===== src/rtl/uart_rx_cfg_if.sv =====
// Receive-side result bus of uart_rx_cfg: received word, frame strobes and busy.
interface uart_rx_cfg_if #(
    parameter int DATA_WIDTH = 8
);
    logic [DATA_WIDTH-1:0] P_DATA;
    logic                  data_valid;
    logic                  par_err;
    logic                  stop_err;
    logic                  brk;
    logic                  busy;

    modport master (
        output P_DATA, data_valid, par_err, stop_err, brk, busy
    );

    modport slave (
        input P_DATA, data_valid, par_err, stop_err, brk, busy
    );
endinterface


===== src/rtl/uart_rx_cfg.sv =====
// Configurable UART receiver: synchronised RX line, 3-point majority vote per bit,
// optional parity, one/two stop bits, start-glitch rejection and break detection.
module uart_rx_cfg #(
    parameter int DATA_WIDTH  = 8,
    parameter int SYNC_STAGES = 2,
    parameter int PRESCALE_W  = 6
) (
    input  logic                  clk,
    input  logic                  rst,
    input  logic                  RX_IN,
    input  logic [PRESCALE_W-1:0] Prescale,
    input  logic                  PAR_EN,
    input  logic                  PAR_TYP,
    input  logic                  STOP2,
    uart_rx_cfg_if.master         rx_out
);
    typedef enum logic [2:0] {IDLE, START, DATA, PARITY, STOP} state_t;

    localparam int BCW = 4;

    state_t                  state;
    logic [SYNC_STAGES-1:0]  sync_q;
    logic                    rx_s;
    logic [PRESCALE_W-1:0]   edge_cnt;
    logic [PRESCALE_W-1:0]   p_lat;
    logic [PRESCALE_W-1:0]   smp_lo, smp_mid, smp_hi, last_edge;
    logic [BCW-1:0]          bit_cnt;
    logic                    par_en_lat, par_typ_lat, stop2_lat;
    logic [2:0]              smp;
    logic                    vote, ferr_fin, zero_fin;
    logic                    ferr, perr, all_zero, brk_hold;
    logic [DATA_WIDTH-1:0]   shreg, p_data_q;
    logic                    data_valid_q, par_err_q, stop_err_q, brk_q, busy_q;

    assign rx_s      = sync_q[SYNC_STAGES-1];
    assign smp_mid   = p_lat >> 1;
    assign smp_lo    = smp_mid - PRESCALE_W'(1);
    assign smp_hi    = smp_mid + PRESCALE_W'(1);
    assign last_edge = p_lat - PRESCALE_W'(1);

    assign rx_out.P_DATA     = p_data_q;
    assign rx_out.data_valid = data_valid_q;
    assign rx_out.par_err    = par_err_q;
    assign rx_out.stop_err   = stop_err_q;
    assign rx_out.brk        = brk_q;
    assign rx_out.busy       = busy_q;

    // Bring the asynchronous line into the clock domain; preset to idle-high.
    always_ff @(posedge clk or negedge rst) begin
        if (!rst) sync_q <= '1;
        else      sync_q <= {sync_q[SYNC_STAGES-2:0], RX_IN};
    end

    // Majority of the three samples, plus error/break flags as they would stand
    // including the bit currently being completed.
    always_comb begin
        vote     = (smp[0] & smp[1]) | (smp[0] & smp[2]) | (smp[1] & smp[2]);
        ferr_fin = ferr | ~vote;
        zero_fin = all_zero & ~vote;
    end

    // Receive FSM: bit timing, sampling, shifting, error tracking and frame-end strobes.
    always_ff @(posedge clk or negedge rst) begin
        if (!rst) begin
            state        <= IDLE;
            edge_cnt     <= '0;
            bit_cnt      <= '0;
            p_lat        <= '0;
            par_en_lat   <= 1'b0;
            par_typ_lat  <= 1'b0;
            stop2_lat    <= 1'b0;
            smp          <= '0;
            ferr         <= 1'b0;
            perr         <= 1'b0;
            all_zero     <= 1'b0;
            brk_hold     <= 1'b0;
            shreg        <= '0;
            p_data_q     <= '0;
            data_valid_q <= 1'b0;
            par_err_q    <= 1'b0;
            stop_err_q   <= 1'b0;
            brk_q        <= 1'b0;
            busy_q       <= 1'b0;
        end else begin
            data_valid_q <= 1'b0;
            par_err_q    <= 1'b0;
            stop_err_q   <= 1'b0;
            brk_q        <= 1'b0;

            if (state != IDLE) begin
                if (edge_cnt == smp_lo)  smp[0] <= rx_s;
                if (edge_cnt == smp_mid) smp[1] <= rx_s;
                if (edge_cnt == smp_hi)  smp[2] <= rx_s;
            end

            if (state == IDLE) begin
                if (brk_hold) begin
                    // After a break the line must stay high for a whole bit time;
                    // edge_cnt counts consecutive high cycles and restarts on any low.
                    if (!rx_s) begin
                        edge_cnt <= '0;
                    end else if (edge_cnt == last_edge) begin
                        edge_cnt <= '0;
                        brk_hold <= 1'b0;
                    end else begin
                        edge_cnt <= edge_cnt + PRESCALE_W'(1);
                    end
                end else if (!rx_s) begin
                    state       <= START;
                    busy_q      <= 1'b1;
                    edge_cnt    <= PRESCALE_W'(1);
                    bit_cnt     <= '0;
                    p_lat       <= Prescale;
                    par_en_lat  <= PAR_EN;
                    par_typ_lat <= PAR_TYP;
                    stop2_lat   <= STOP2;
                    ferr        <= 1'b0;
                    perr        <= 1'b0;
                    all_zero    <= 1'b1;
                end
            end else if (edge_cnt != last_edge) begin
                edge_cnt <= edge_cnt + PRESCALE_W'(1);
            end else begin
                edge_cnt <= '0;
                bit_cnt  <= bit_cnt + BCW'(1);
                case (state)
                    START: begin
                        if (vote) begin
                            state  <= IDLE;
                            busy_q <= 1'b0;
                        end else begin
                            state   <= DATA;
                            bit_cnt <= '0;
                        end
                    end
                    DATA: begin
                        shreg    <= {vote, shreg[DATA_WIDTH-1:1]};
                        all_zero <= zero_fin;
                        if (bit_cnt == BCW'(DATA_WIDTH - 1)) begin
                            bit_cnt <= '0;
                            state   <= par_en_lat ? PARITY : STOP;
                        end
                    end
                    PARITY: begin
                        perr     <= (^shreg ^ par_typ_lat) != vote;
                        all_zero <= zero_fin;
                        bit_cnt  <= '0;
                        state    <= STOP;
                    end
                    STOP: begin
                        if (bit_cnt == {{(BCW-1){1'b0}}, stop2_lat}) begin
                            state   <= IDLE;
                            busy_q  <= 1'b0;
                            bit_cnt <= '0;
                            if (zero_fin) begin
                                brk_q    <= 1'b1;
                                brk_hold <= 1'b1;
                            end else if (ferr_fin) begin
                                stop_err_q <= 1'b1;
                            end else if (perr) begin
                                par_err_q <= 1'b1;
                            end else begin
                                data_valid_q <= 1'b1;
                                p_data_q     <= shreg;
                            end
                        end else begin
                            ferr     <= ferr_fin;
                            all_zero <= zero_fin;
                        end
                    end
                    default: begin
                        state  <= IDLE;
                        busy_q <= 1'b0;
                    end
                endcase
            end
        end
    end
endmodule

===== src/flat_wrapper.sv =====
// flat-port wrapper written by rule: the top's interface ports become plain ports
module uart_rx_cfg_flat 
#(
    parameter int DATA_WIDTH  = 8,
    parameter int SYNC_STAGES = 2,
    parameter int PRESCALE_W  = 6
)
  (clk, rst, RX_IN, Prescale, PAR_EN, PAR_TYP, STOP2, rx_out_P_DATA, rx_out_data_valid, rx_out_par_err, rx_out_stop_err, rx_out_brk, rx_out_busy);
  uart_rx_cfg_if #(.DATA_WIDTH(DATA_WIDTH)) rx_out_i ();
  input  logic clk;
  input  logic rst;
  input  logic RX_IN;
  input  logic [PRESCALE_W-1:0] Prescale;
  input  logic PAR_EN;
  input  logic PAR_TYP;
  input  logic STOP2;
  output wire logic [$bits(rx_out_i.P_DATA)-1:0] rx_out_P_DATA;
  output wire logic [$bits(rx_out_i.data_valid)-1:0] rx_out_data_valid;
  output wire logic [$bits(rx_out_i.par_err)-1:0] rx_out_par_err;
  output wire logic [$bits(rx_out_i.stop_err)-1:0] rx_out_stop_err;
  output wire logic [$bits(rx_out_i.brk)-1:0] rx_out_brk;
  output wire logic [$bits(rx_out_i.busy)-1:0] rx_out_busy;
  assign rx_out_P_DATA = rx_out_i.P_DATA;
  assign rx_out_data_valid = rx_out_i.data_valid;
  assign rx_out_par_err = rx_out_i.par_err;
  assign rx_out_stop_err = rx_out_i.stop_err;
  assign rx_out_brk = rx_out_i.brk;
  assign rx_out_busy = rx_out_i.busy;
  uart_rx_cfg #(.DATA_WIDTH(DATA_WIDTH), .SYNC_STAGES(SYNC_STAGES), .PRESCALE_W(PRESCALE_W)) u_core (.clk(clk), .rst(rst), .RX_IN(RX_IN), .Prescale(Prescale), .PAR_EN(PAR_EN), .PAR_TYP(PAR_TYP), .STOP2(STOP2), .rx_out(rx_out_i));
endmodule

===== config.mk =====
export PLATFORM = sky130hd
export DESIGN_NAME = uart_rx_cfg_flat
export DESIGN_NICKNAME = d
export VERILOG_FILES = /design/src/rtl/uart_rx_cfg_if.sv /design/src/rtl/uart_rx_cfg.sv /design/src/flat_wrapper.sv
export SDC_FILE = /design/constraint.sdc
export NUM_CORES = 1
export LEC_CHECK = 0
export CAP_MARGIN = 20
export CORE_UTILIZATION = 52
export CTS_CLUSTER_DIAMETER = 200
export DETAILED_ROUTE_END_ITERATION = 8
export GPL_TIMING_DRIVEN = 0
export HOLD_SLACK_MARGIN = 0.08
export PLACE_DENSITY = 0.76
export SLEW_MARGIN = 20
export SYNTH_ARGS = -nofsm -noshare
export SYNTH_HDL_FRONTEND = slang
export SYNTH_SLANG_ARGS = --single-unit

===== constraint.sdc =====
create_clock -name clk -period 2.2 [get_ports clk]
set_clock_uncertainty 0.05 [all_clocks]
set_input_delay 0.44 -clock clk [delete_from_list [all_inputs] [get_ports clk]]
set_output_delay 0.44 -clock clk [all_outputs]
set_load 0.02 [all_outputs]

# Yosys cells after proc, flatten, opt, wreduce, memory -nomap -nowiden
# Cells that the tools add are included.
[totals]
elab_cells = 163
reg_bits = 52
[op_classes]
reduce_logical = 22
n_mux = 76
eq_ne = 22
n_addsub = 5
bitwise_logic = 16
[ops]
columns = ["operator", "n"]
rows = [
  ["two-way mux 1 bit", 51],
  ["two-way mux 6 bit", 6],
  ["two-way mux 4 bit", 7],
  ["two-way mux 3 bit", 7],
  ["== test 6 bit", 3],
  ["one-hot mux 4 bit (4 select lines)", 1],
  ["AND reduction 5 bit", 3],
  ["one-hot mux 3 bit (4 select lines)", 1],
  ["!= test 3 x 1 -> 1 bit (second input constant)", 3],
  ["AND reduction 3 bit", 3],
  ["inverter 1 bit", 8],
  ["AND reduction 4 bit", 2],
  ["nonzero test 2 bit", 4],
  ["parity 8 bit", 1],
  ["AND reduction 7 bit", 1],
  ["adder 5 x 1 -> 6 bit (second input constant)", 1],
  ["adder 6 x 1 -> 6 bit (second input constant)", 1],
  ["== test 3 x 2 -> 1 bit (second input constant)", 2],
  ["== test 6 x 5 -> 1 bit", 1],
  ["!= test 2 x 1 -> 1 bit (second input constant)", 3],
  ["!= test 6 bit", 1],
  ["AND reduction 2 bit", 3],
  ["AND reduction 6 bit", 1],
  ["nonzero test 3 bit", 2],
  ["19 further kinds", 25],
]

# Depth between registers and ports, before layout
# Gate-level depths: netlist of the first run.
[depth]
depth_word = 11
depth_mapped = 10
ltp_nobuf = 8

# Worst setup path after synthesis of the first run
# Ideal clock, no wire load.
[synth_timing]
kind = "reg-to-reg"
start = "reg u_core.p_lat[2]"
end = "reg u_core.p_data_q[0] (netlist: u_core.rx_out.P_DATA[0])"
t_required_ps = 2025
synth_period_minus_slack_ps = 2250
path_slack_ps = -50
stages_incl_launch_ff = 10
arrival_ps = 2075
path_cell_list = "dfrtp_1 > buf_4 > inv_1 > ha_1 > a21boi_2 > and3_1 > o2111ai_2 > nor2_4 > nand4_4 > mux2_2"
[synth_via]
elab_chain_cells = 4
[synth_lines]
columns = ["element", "line_no", "text"]
rows = [
  ["start: declaration", "uart_rx_cfg.sv:25", "logic [PRESCALE_W-1:0] p_lat;"],
  ["start signal: assignment", "uart_rx_cfg.sv:113", "p_lat <= Prescale;"],
  ["subtractor 6 x 1 -> 6 bit", "uart_rx_cfg.sv:39", "assign last_edge = p_lat - PRESCALE_W'(1);"],
  ["!= test 6 bit", "uart_rx_cfg.sv:121", "end else if (edge_cnt != last_edge) begin"],
  ["inverter 1 bit (no source line)", "-", ""],
  ["AND reduction 7 bit (no source line)", "-", ""],
  ["end signal: assignment", "uart_rx_cfg.sv:164", "p_data_q <= shreg;"],
  ["end: declaration", "uart_rx_cfg.sv:32", "logic [DATA_WIDTH-1:0] shreg, p_data_q;"],
]
# Every way passes these cells.
# A chain may end at the register's enable or synchronous reset.

# Worst setup path after layout of the first run
[layout_timing]
start = "reg u_core.p_lat[2]"
end = "reg u_core.p_data_q[5] (netlist: u_core.rx_out.P_DATA[5])"
# Same word-level chain as after synthesis.

==> results of run 1 <==
-- cell usage after synthesis (all sizes together), types with 6 or more instances --
| library cell | number | area [µm²] |
|---|---|---|
| a21oi | 10 | 50.1 |
| a31oi | 8 | 50.1 |
| buf | 10 | 53.8 |
| dfrtp | 50 | 1250 |
| ha | 6 | 75.1 |
| inv | 11 | 41.3 |
| mux2 | 19 | 214 |
| nand2 | 40 | 150 |
| nand3 | 10 | 62.6 |
| nor2 | 15 | 66.3 |
| nor3 | 11 | 65.1 |
| nor4 | 7 | 43.8 |
| o21ai | 21 | 105 |
| xnor2 | 16 | 140 |
| xor2 | 15 | 131 |
-- power breakdown --
group          switching [mW]  internal, mW
clock                   0.346         0.234
sequential              0.250          1.21
combinational            1.72          1.25
-- repair_timing --
item | 4_1_cts | 5_1_grt
setup endpoints to repair | 43 | 48
pin swaps | 4 | 6
gates resized for setup | 12 | 18
buffers inserted | 8 | 8
-- area by class of cell --
cell class | count | area (µm²) | area share, %
sequential | 52 | 1310 | 36.3
buffer | 13 | 77.6 | 2.16
multi-input combinational | 218 | 1620 | 44.9
tap | 70 | 87.6 | 2.43
inverter | 11 | 46.3 | 1.29
timing repair buffer | 40 | 370 | 10.3
clock inverter | 3 | 27.5 | 0.765
clock buffer | 5 | 68.8 | 1.91
-- per-stage QoR --
stage,utilization [%],TNS [ns]
floorplan,-,0
global placement,62.5,-50.09
detailed placement,62.4,-7.86
CTS,66.3,-1.93
global route,68.7,-4.57
finish,68.7,-2.66
-- state kept, by name, summed over array words and instances (netlist names) --
signal and cells:
u_core.state 3, u_core.rx_out.P_DATA 8, u_core.rx_out.data_valid 1, u_core.rx_out.stop_err 1, u_core.smp 3, u_core.par_en_lat 1, u_core.sync_q 2, u_core.stop2_lat 1
u_core.brk_hold 1, u_core.shreg 8, u_core.all_zero 1, u_core.bit_cnt 4, u_core.rx_out.par_err 1, u_core.rx_out.busy 1, u_core.p_lat 6, u_core.par_typ_lat 1
u_core.edge_cnt 6, u_core.ferr 1, u_core.rx_out.brk 1, u_core.perr 1
-- cell families (layout without fill, tap and decap cells) --
logic type / after synthesis / after routing / share of synthesized area, %
AO/OA/AOI/OAI: 56 / 56 / 12.3
multiplexers: 21 / 21 / 8.06
AND/OR/NAND/NOR: 103 / 103 / 18.8
buffers and inverters: 24 / 72 / 3.67
flip-flops: 52 / 52 / 44.9
adder cells (fa/ha/maj): 7 / 7 / 2.93
XOR/XNOR: 31 / 31 / 9.36
-- cell usage in the layout (no fill, tap or decap), types with 5 or more instances in the layout --
cell type,synthesis,layout
a21oi_1,10,10
a31oi_1,8,7
buf_4,3,18
clkbuf_8,0,5
clkdlybuf4s50_1,0,23
dfrtp_1,50,49
inv_1,11,9
mux2_2,19,18
nand2_1,40,40
nand3_1,9,9
nor2_1,13,13
nor3_1,9,8
nor4_1,7,5
o21ai_0,21,18
xnor2_1,16,15
xor2_1,15,14
-- worst paths after layout --
check,to,slack [ns],cells after the start
worst max-delay path,u_core.rx_out.P_DATA[5]$_DFFE_PN0P_,-0.18,9
worst min-delay path,u_core.p_lat[1]$_DFFE_PN0P_,0.09,1
worst max register to register,u_core.rx_out.P_DATA[5]$_DFFE_PN0P_,-0.18,9
worst min register to register,u_core.sync_q[1]$_DFF_PN1_,0.33,0
max in group asynchronous,u_core.p_lat[1]$_DFFE_PN0P_,1.57,1
min in group clk,u_core.sync_q[1]$_DFF_PN1_,0.33,0
-- metal layers --
layer	GRT usage, %	part of all wire, %	up-vias
li1	-	-	1122
met1	31.7	44	1133
met2	35.8	48	96
met3	3.69	5.8	15
met4	11.0	2.0	0
met5	0	0	-
-- critical path, cell delays in order (launching register included) --
cell and delay (ns):
dfrtp_1 0.41, buf_6 0.14, inv_6 0.06, ha_4 0.12, a21boi_4 0.21, and3_4 0.22, o2111ai_4 0.20, nor2_4 0.25
nand4_4 0.24, mux2_4 0.37
==> flow_summary.toml, run 1 <==
[placement]
dp_slack_ns = -0.338
placed_cell_area_um2 = 3270
dp_cells = 388
hpwlAfterDp_um = 4340
io_buffers = 24
gp_congestion = 0.910

[global_routing]
grt_pass1_wl_um = 10700
grt_pass1_vias = 2213
grt_overflow = 0
antenna_found_initial = 0
grtUsageTotal_pct = 23.1
grt_max_degree = 53

[die]
io_pins = 25
core_um2 = 5240
start_util_pct = 55.4
die_h_um = 76.7
rows = 26
dieArea_um2 = 5880
die_width_um = 76.7

[synthesis]
synth-seq-cells = 52
yosys_most_used_dff = "dfrtp_1"
ys_warn_count = 0
synth_cell_type_count = 51
synth_edf_count = 0
yosysSeqAreaShare_pct = 44.9
synthArstFlopShare_pct = 100
syn_nets = 312
synthCells = 294
syn_area_um2 = 2900
synth_area_per_cell_um2 = 9.87

[routing]
via_per_inst = 5.74
vias = 2366
drtPass1Iterations = 5
post_drt_wl_per_cell_um = 15.6
drc = 0
wl_um = 6450
ant_nets = 0
drt_iter0_markers = 267

[worst_setup_path]
critPathMaxFanout = 8
setup.worst_path.start_class = "flip-flop"
critPathKind = "flip-flop to flip-flop"
required_ns = 2.35
worstReg2RegStart = "u_core.p_lat[2]$_DFFE_PN0P_"
crit_path_start = "u_core.p_lat[2]$_DFFE_PN0P_"
arrival_ns = 2.54
cp-end-kind = "flip-flop"

[cts]
clk_pin_slew_worst_paths_ns = 0.10
cts_root_buffer = "clkbuf_8"
cts_tree = "yes"
clock_latency_ns = 0.31
cts_buffers = 5
cts.sinks = 52
clockBufferDepth = 2
htree_levels = 2
ctsHoldBuffers = 0

[power]
power_mw = 5.01
peakVddDrop_mv = 0.842
power.leakage_nw = 1.59
power_density_nw_per_um2 = 1390

[final_layout]
fin_cells = 412
syn2layout_area_growth_pct = 24.1
fillers = 411
postLayoutCellArea_um2 = 3600
n_antenna_cell = 0
layout.nets = 359
layout-drive-gt1-share_pct = 23.7

[sta]
final.period_utilization_pct = 108
fin_ws_ns = -0.183
clock.fmax_ghz = 0.420
tightest_slew_ns = 0.644
slew_violations = 0
min_period_ns = 2.38
max_slew_margin_pct = 57.1
finalHoldViolCount = 0
holdWs_ns = 0.0864
rsz0062_at_grt = "yes"
setup_viol = 21

[outcome]
status = "finished, violations left"
violations = "setup timing"

[run]
cap_viol_max_count = 0

[worst_hold_path]
hold_path_class = "input port to asynchronous set/reset pin"
Note: power is estimated with default switching activity, not from simulation.
==> run 2, diff against run 1 <==
--- a/config.mk
+++ b/config.mk
@@ -11,7 +11,7 @@
 export DETAILED_ROUTE_END_ITERATION = 8
 export GPL_TIMING_DRIVEN = 0
 export HOLD_SLACK_MARGIN = 0.08
-export PLACE_DENSITY = 0.76
+export PLACE_DENSITY_LB_ADDON = 0.2
 export SLEW_MARGIN = 20
 export SYNTH_ARGS = -nofsm -noshare
 export SYNTH_HDL_FRONTEND = slang
==> run 2 against run 1 <==
Net effect: the run still ends with setup timing left; clock power up 19%; critical endpoint is now u_core.rx_out.P_DATA[6]$_DFFE_PN0P_; combinational power down 2%; power up 1.3%; setup slack better by 0.11 ns.
==> flow_summary.toml, run 2 (same netlist as run 1, synthesis figures left out) <==
[outcome]
status = "finished, violations left"
violations = "setup timing"

[worst_setup_path]
crit_path_start = "u_core.p_lat[2]$_DFFE_PN0P_"
cp-end-kind = "flip-flop"
r2r_setup_slack_ns = -0.07
r2r_end = "u_core.rx_out.P_DATA[6]$_DFFE_PN0P_"
required_ns = 2.33
r2r_cells = 8
arrival_ns = 2.41
critPathKind = "flip-flop to flip-flop"
critPathMaxFanout = 8
setup.worst_path.start_class = "flip-flop"
worstReg2RegStart = "u_core.p_lat[2]$_DFFE_PN0P_"

[die]
dieArea_um2 = 5880
die_h_um = 76.7
rows = 26
core_um2 = 5240
io_pins = 25
start_util_pct = 55.4
die_width_um = 76.7

[final_layout]
final_cell_mix = "dfrtp_1, nand2_1, clkdlybuf4s50_1"
layout-drive-gt1-share_pct = 23.4
fin_util_pct = 68.9
syn2layout_area_growth_pct = 24.5
n_antenna_cell = 0
fillers = 390
final_common_cell = "dfrtp_1"
fin_cells = 407
layout.nets = 354

[global_routing]
grt_pass1_wl_um = 10400
grt_pass1_vias = 2151
grtUsageTotal_pct = 22.2
grt_overflow = 0
antenna_found_initial = 0
grt_max_degree = 53

[sta]
clock.fmax_ghz = 0.440
tightest_slew_ns = 0.659
rsz0062_at_grt = "yes"
slew_violations = 0
min_period_ns = 2.27
setup_viol = 16
final.period_utilization_pct = 103
fin_ws_ns = -0.0741
max_slew_margin_pct = 56.1
finalHoldViolCount = 0

[power]
p_int_mw = 2.82
power_mw = 5.08
p_switching_mw = 2.26
combPwrFrac_pct = 57.4
switching_share_pct = 44.4
peakVddDrop_mv = 0.790
power_density_nw_per_um2 = 1410
seq_power_share_pct = 29.0
clock_power_share_pct = 13.6
power.leakage_nw = 1.60

[cts]
clock_latency_ns = 0.30
cts_tree = "yes"
cts_root_buffer = "clkbuf_8"
cts_buffers = 5
htree_levels = 2
clk_pin_slew_worst_paths_ns = 0.10
clockBufferDepth = 2
cts.sinks = 52
ctsHoldBuffers = 0

[placement]
dp_slack_ns = -0.288
io_buffers = 24
dp_cells = 388
gp_congestion = 0.881
hpwlAfterDp_um = 4050

[routing]
drtPass1Iterations = 4
post_drt_wl_per_cell_um = 14.9
drc = 0
via_per_inst = 5.59
vias = 2275
wl_um = 6050
drt_iter0_markers = 231
ant_nets = 0

[worst_hold_path]
hold_path_class = "input port to asynchronous set/reset pin"

[run]
cap_viol_max_count = 0
==> run 2: changes by cell type in the layout (fill, tap and decap cells not counted), sizes merged <==
cell / delta
buf: -5
bufinv: +1
clkbuf: +1
clkinvlp: -1
inv: -1
==> run 2: through the flow <==
stage	TNS [ns]	instance area, µm²	hold WS, ns
after global placement	-53.32	3270	0.299
final	-0.896	3610	0.113
after global routing	-2.89	3610	0.162
after CTS	-0.953	3550	0.140
after detailed placement	-6.45	3270	0.302
after floorplan	0	2940	0.0944
==> run 2: worst max-delay path, stage by stage, from the launching register on <==
cell	delay, ns
dfrtp_2	0.43
inv_6	0.05
ha_2	0.19
a21boi_4	0.21
and3_4	0.22
o2111ai_4	0.17
nor2_4	0.25
nand4_4	0.23
mux2_4	0.35
==> run 2: worst max-delay path by stage <==
stage | end | slack, ns | depth (start not counted)
after floorplan | u_core.rx_out.P_DATA[0]$_DFFE_PN0P_ | 0.005 | 9
after global placement | u_core.rx_out.P_DATA[3]$_DFFE_PN0P_ | -0.95 | 1
after detailed placement | u_core.bit_cnt[3]$_DFFE_PN0P_ | -0.29 | 9
after CTS | u_core.rx_out.P_DATA[6]$_DFFE_PN0P_ | -0.09 | 9
after global routing | u_core.shreg[2]$_DFFE_PN0P_ | -0.17 | 9
final | u_core.rx_out.P_DATA[6]$_DFFE_PN0P_ | -0.07 | 8
==> run 2: cell type report <==
class	count	area (µm²)	area share, %
Clock buffer	6	82.6	2.29
Tap cell	70	87.6	2.43
Timing Repair Buffer	36	353	9.77
Buffer	12	60.1	1.66
Multi-Input combinational cell	218	1630	45.3
Sequential cell	52	1310	36.2
Clock inverter	2	38.8	1.07
Inverter	11	48.8	1.35
==> run 2: repair_timing <==
action	CTS	global route
buffers inserted	9	3
resized for setup	17	14
pin swaps	4	6
setup endpoints to repair	42	39
==> run 2: metal layers <==
layer	track usage (%)	wire length, µm	share of wire [%]
met5	0	0	0
met4	6.92	48	0.79
met3	2.98	338	5.6
met2	34.9	2910	48
met1	31.8	2750	45
==> run 2: power groups by stage <==
stage	logic (mW)	registers, mW	clock network (mW)
6_report	2.91	1.47	0.692
4_1_cts	2.77	1.44	0.707
5_1_grt	3.18	1.51	0.749
2_1_floorplan	1.97	1.41	0
3_3_place_gp	2.39	1.45	0
3_5_place_dp	2.44	1.46	0
==> edit, RTL diff (settings of run 2) <==
`SYNC_STAGES` is set to 2 in 2 places; all go to 4.
--- a/src/rtl/uart_rx_cfg.sv
+++ b/src/rtl/uart_rx_cfg.sv
@@ -4,3 +4,3 @@
     parameter int DATA_WIDTH  = 8,
-    parameter int SYNC_STAGES = 2,
+    parameter int SYNC_STAGES = 4,
     parameter int PRESCALE_W  = 6
--- a/src/flat_wrapper.sv
+++ b/src/flat_wrapper.sv
@@ -4,3 +4,3 @@
     parameter int DATA_WIDTH  = 8,
-    parameter int SYNC_STAGES = 2,
+    parameter int SYNC_STAGES = 4,
     parameter int PRESCALE_W  = 6
Behaviour: not the same (a bounded check fails within 4 cycles, from zero or initial values and one cycle with rst low).
==> edit against run 2 <==
- the flow still finishes with violations (negative setup slack)
- total power increased by 2.4%
- first-iteration DRC count is 42% lower
- worst setup slack got worse by 330 ps
- cell area grew 7.4%
- routed wire length rose by 9.5%
- area after synthesis grew 1.4%
- maximum frequency is 13% lower
- critical path depth unchanged
- utilization increased by 1.9 points
- global-route usage is 1.4 points higher
- sequential cell count up 2
- combinational power grew 8.2%
- synthesized cell count grew 2.0%
- highest routed layer unchanged
==> edit: results (changes against run 2) <==
{
  "wl_met3": {"value": 260, "unit": "µm", "change": "-23%"},
  "post_route_total_power": {"value": 5200, "unit": "µW", "change": "+2.4%"},
  "detail_route.wirelength.met1": {"value": 3.02, "unit": "mm", "change": "+9.7%"},
  "violated_checks": "negative setup slack",
  "yosysUniqueCellTypes": {"value": 49, "change": "-3.9%"},
  "seq_area_frac_synth": {"value": 0.461, "change": "+0.0117"},
  "synthTopCellsByArea": "sky130_fd_sc_hd__dfrtp_1, sky130_fd_sc_hd__nand2_1, sky130_fd_sc_hd__xnor2_1",
  "fin_worst_setup_slack": {"value": -407, "unit": "ps", "change": "-333 ps"},
  "max_stage_delay": {"value": 540, "unit": "ps", "change": "+110 ps"},
  "clock_power_share": {"value": 0.109, "change": "-0.027"},
  "cp_slowest_cell": "sky130_fd_sc_hd__or4_4",
  "max-vdd-ir-drop": {"value": 0.000680, "unit": "V", "change": "-14%"},
  "synth.top_cells.by_count": "sky130_fd_sc_hd__dfrtp_1, sky130_fd_sc_hd__nand2_1, sky130_fd_sc_hd__nor2_1, sky130_fd_sc_hd__o21ai_0, sky130_fd_sc_hd__xnor2_1",
  "worstSkewPairLatency": {"value": 320, "unit": "ps", "change": "+20 ps"},
  "via_per_inst": {"value": 5.53, "change": "-1.1%"},
  "replace_congestion": {"value": 0.880, "change": "-0.10%"},
  "outcome": "complete, but fails checks",
  "wire_per_inst": {"value": 15.3, "unit": "µm", "change": "+3.1%"},
  "final-setup-viol-count": {"value": 35, "change": "+19"},
  "cp_data_arrival_time": {"value": 2760, "unit": "ps", "change": "+350 ps"},
  "routed_wirelength": {"value": 6.63, "unit": "mm", "change": "+9.5%"},
  "grt_pass1_wl": {"value": 11.0, "unit": "mm", "change": "+5.7%"},
  "power_switching_share": {"value": 0.438, "change": "-0.00594"},
  "grt_use_met2": {"value": 0.385, "change": "+0.0358"},
  "detailroute.wirelength.met2": {"value": 3.28, "unit": "mm", "change": "+12%"},
  "syn_area_per_cell": {"value": 9.81, "unit": "µm²", "change": "-0.65%"}
}
==> edit: cell types whose count changed in the layout (fill, tap and decap cells not counted), sizes merged, moves of 3 or more <==
cell,run 2,this run
xor2,15,10
nor2,15,18
clkbuf,9,13
nand2b,4,1
buf,22,37
nand2,40,43
nor2b,0,5
==> edit: timing repair <==
| item | CTS | global route |
|---|---|---|
| setup endpoints to repair | 47 | 48 |
| buffers inserted | 18 | 13 |
| pin swaps | 13 | 8 |
| gates resized for setup | 50 | 26 |
==> edit: final cells by class <==
cell class / count / share of cell area
Buffer: 13 / 0.0232
Clock buffer: 6 / 0.0187
Clock inverter: 2 / 0.00387
Inverter: 11 / 0.0119
Multi-Input combinational cell: 220 / 0.435
Sequential cell: 54 / 0.351
Tap cell: 72 / 0.0232
Timing Repair Buffer: 54 / 0.133
==> edit: through the flow <==
stage	setup WS [ps]	TNS, ps	utilization	instance area [µm²]
floorplan	-444	-3720	-	2980
global placement	-1000	-68930	0.605	3310
detailed placement	-749	-18980	0.605	3310
CTS	-486	-7040	0.676	3700
global route	-489	-10450	0.709	3880
finish	-407	-8090	0.709	3880
==> edit: final timing paths <==
check                                  from                      end  cells past startpoint
min in group clk           u_core.sync_q[0]         u_core.sync_q[1]                      0
max                         u_core.p_lat[1]  u_core.rx_out.P_DATA[5]                      8
min reg2reg                u_core.sync_q[0]         u_core.sync_q[1]                      0
min                                     rst          u_core.p_lat[0]                      1
max reg2reg                 u_core.p_lat[1]  u_core.rx_out.P_DATA[5]                      8
max in group asynchronous               rst          u_core.p_lat[1]                      1
==> edit: cell families after synthesis <==
logic type / count (synthesis) / synth area share
compound gates: 56 / 0.120
fa+ha+maj: 6 / 0.0255
buf+inv: 26 / 0.0447
simple gates: 112 / 0.185
flops: 54 / 0.461
xor+xnor: 27 / 0.0804
mux: 19 / 0.0825
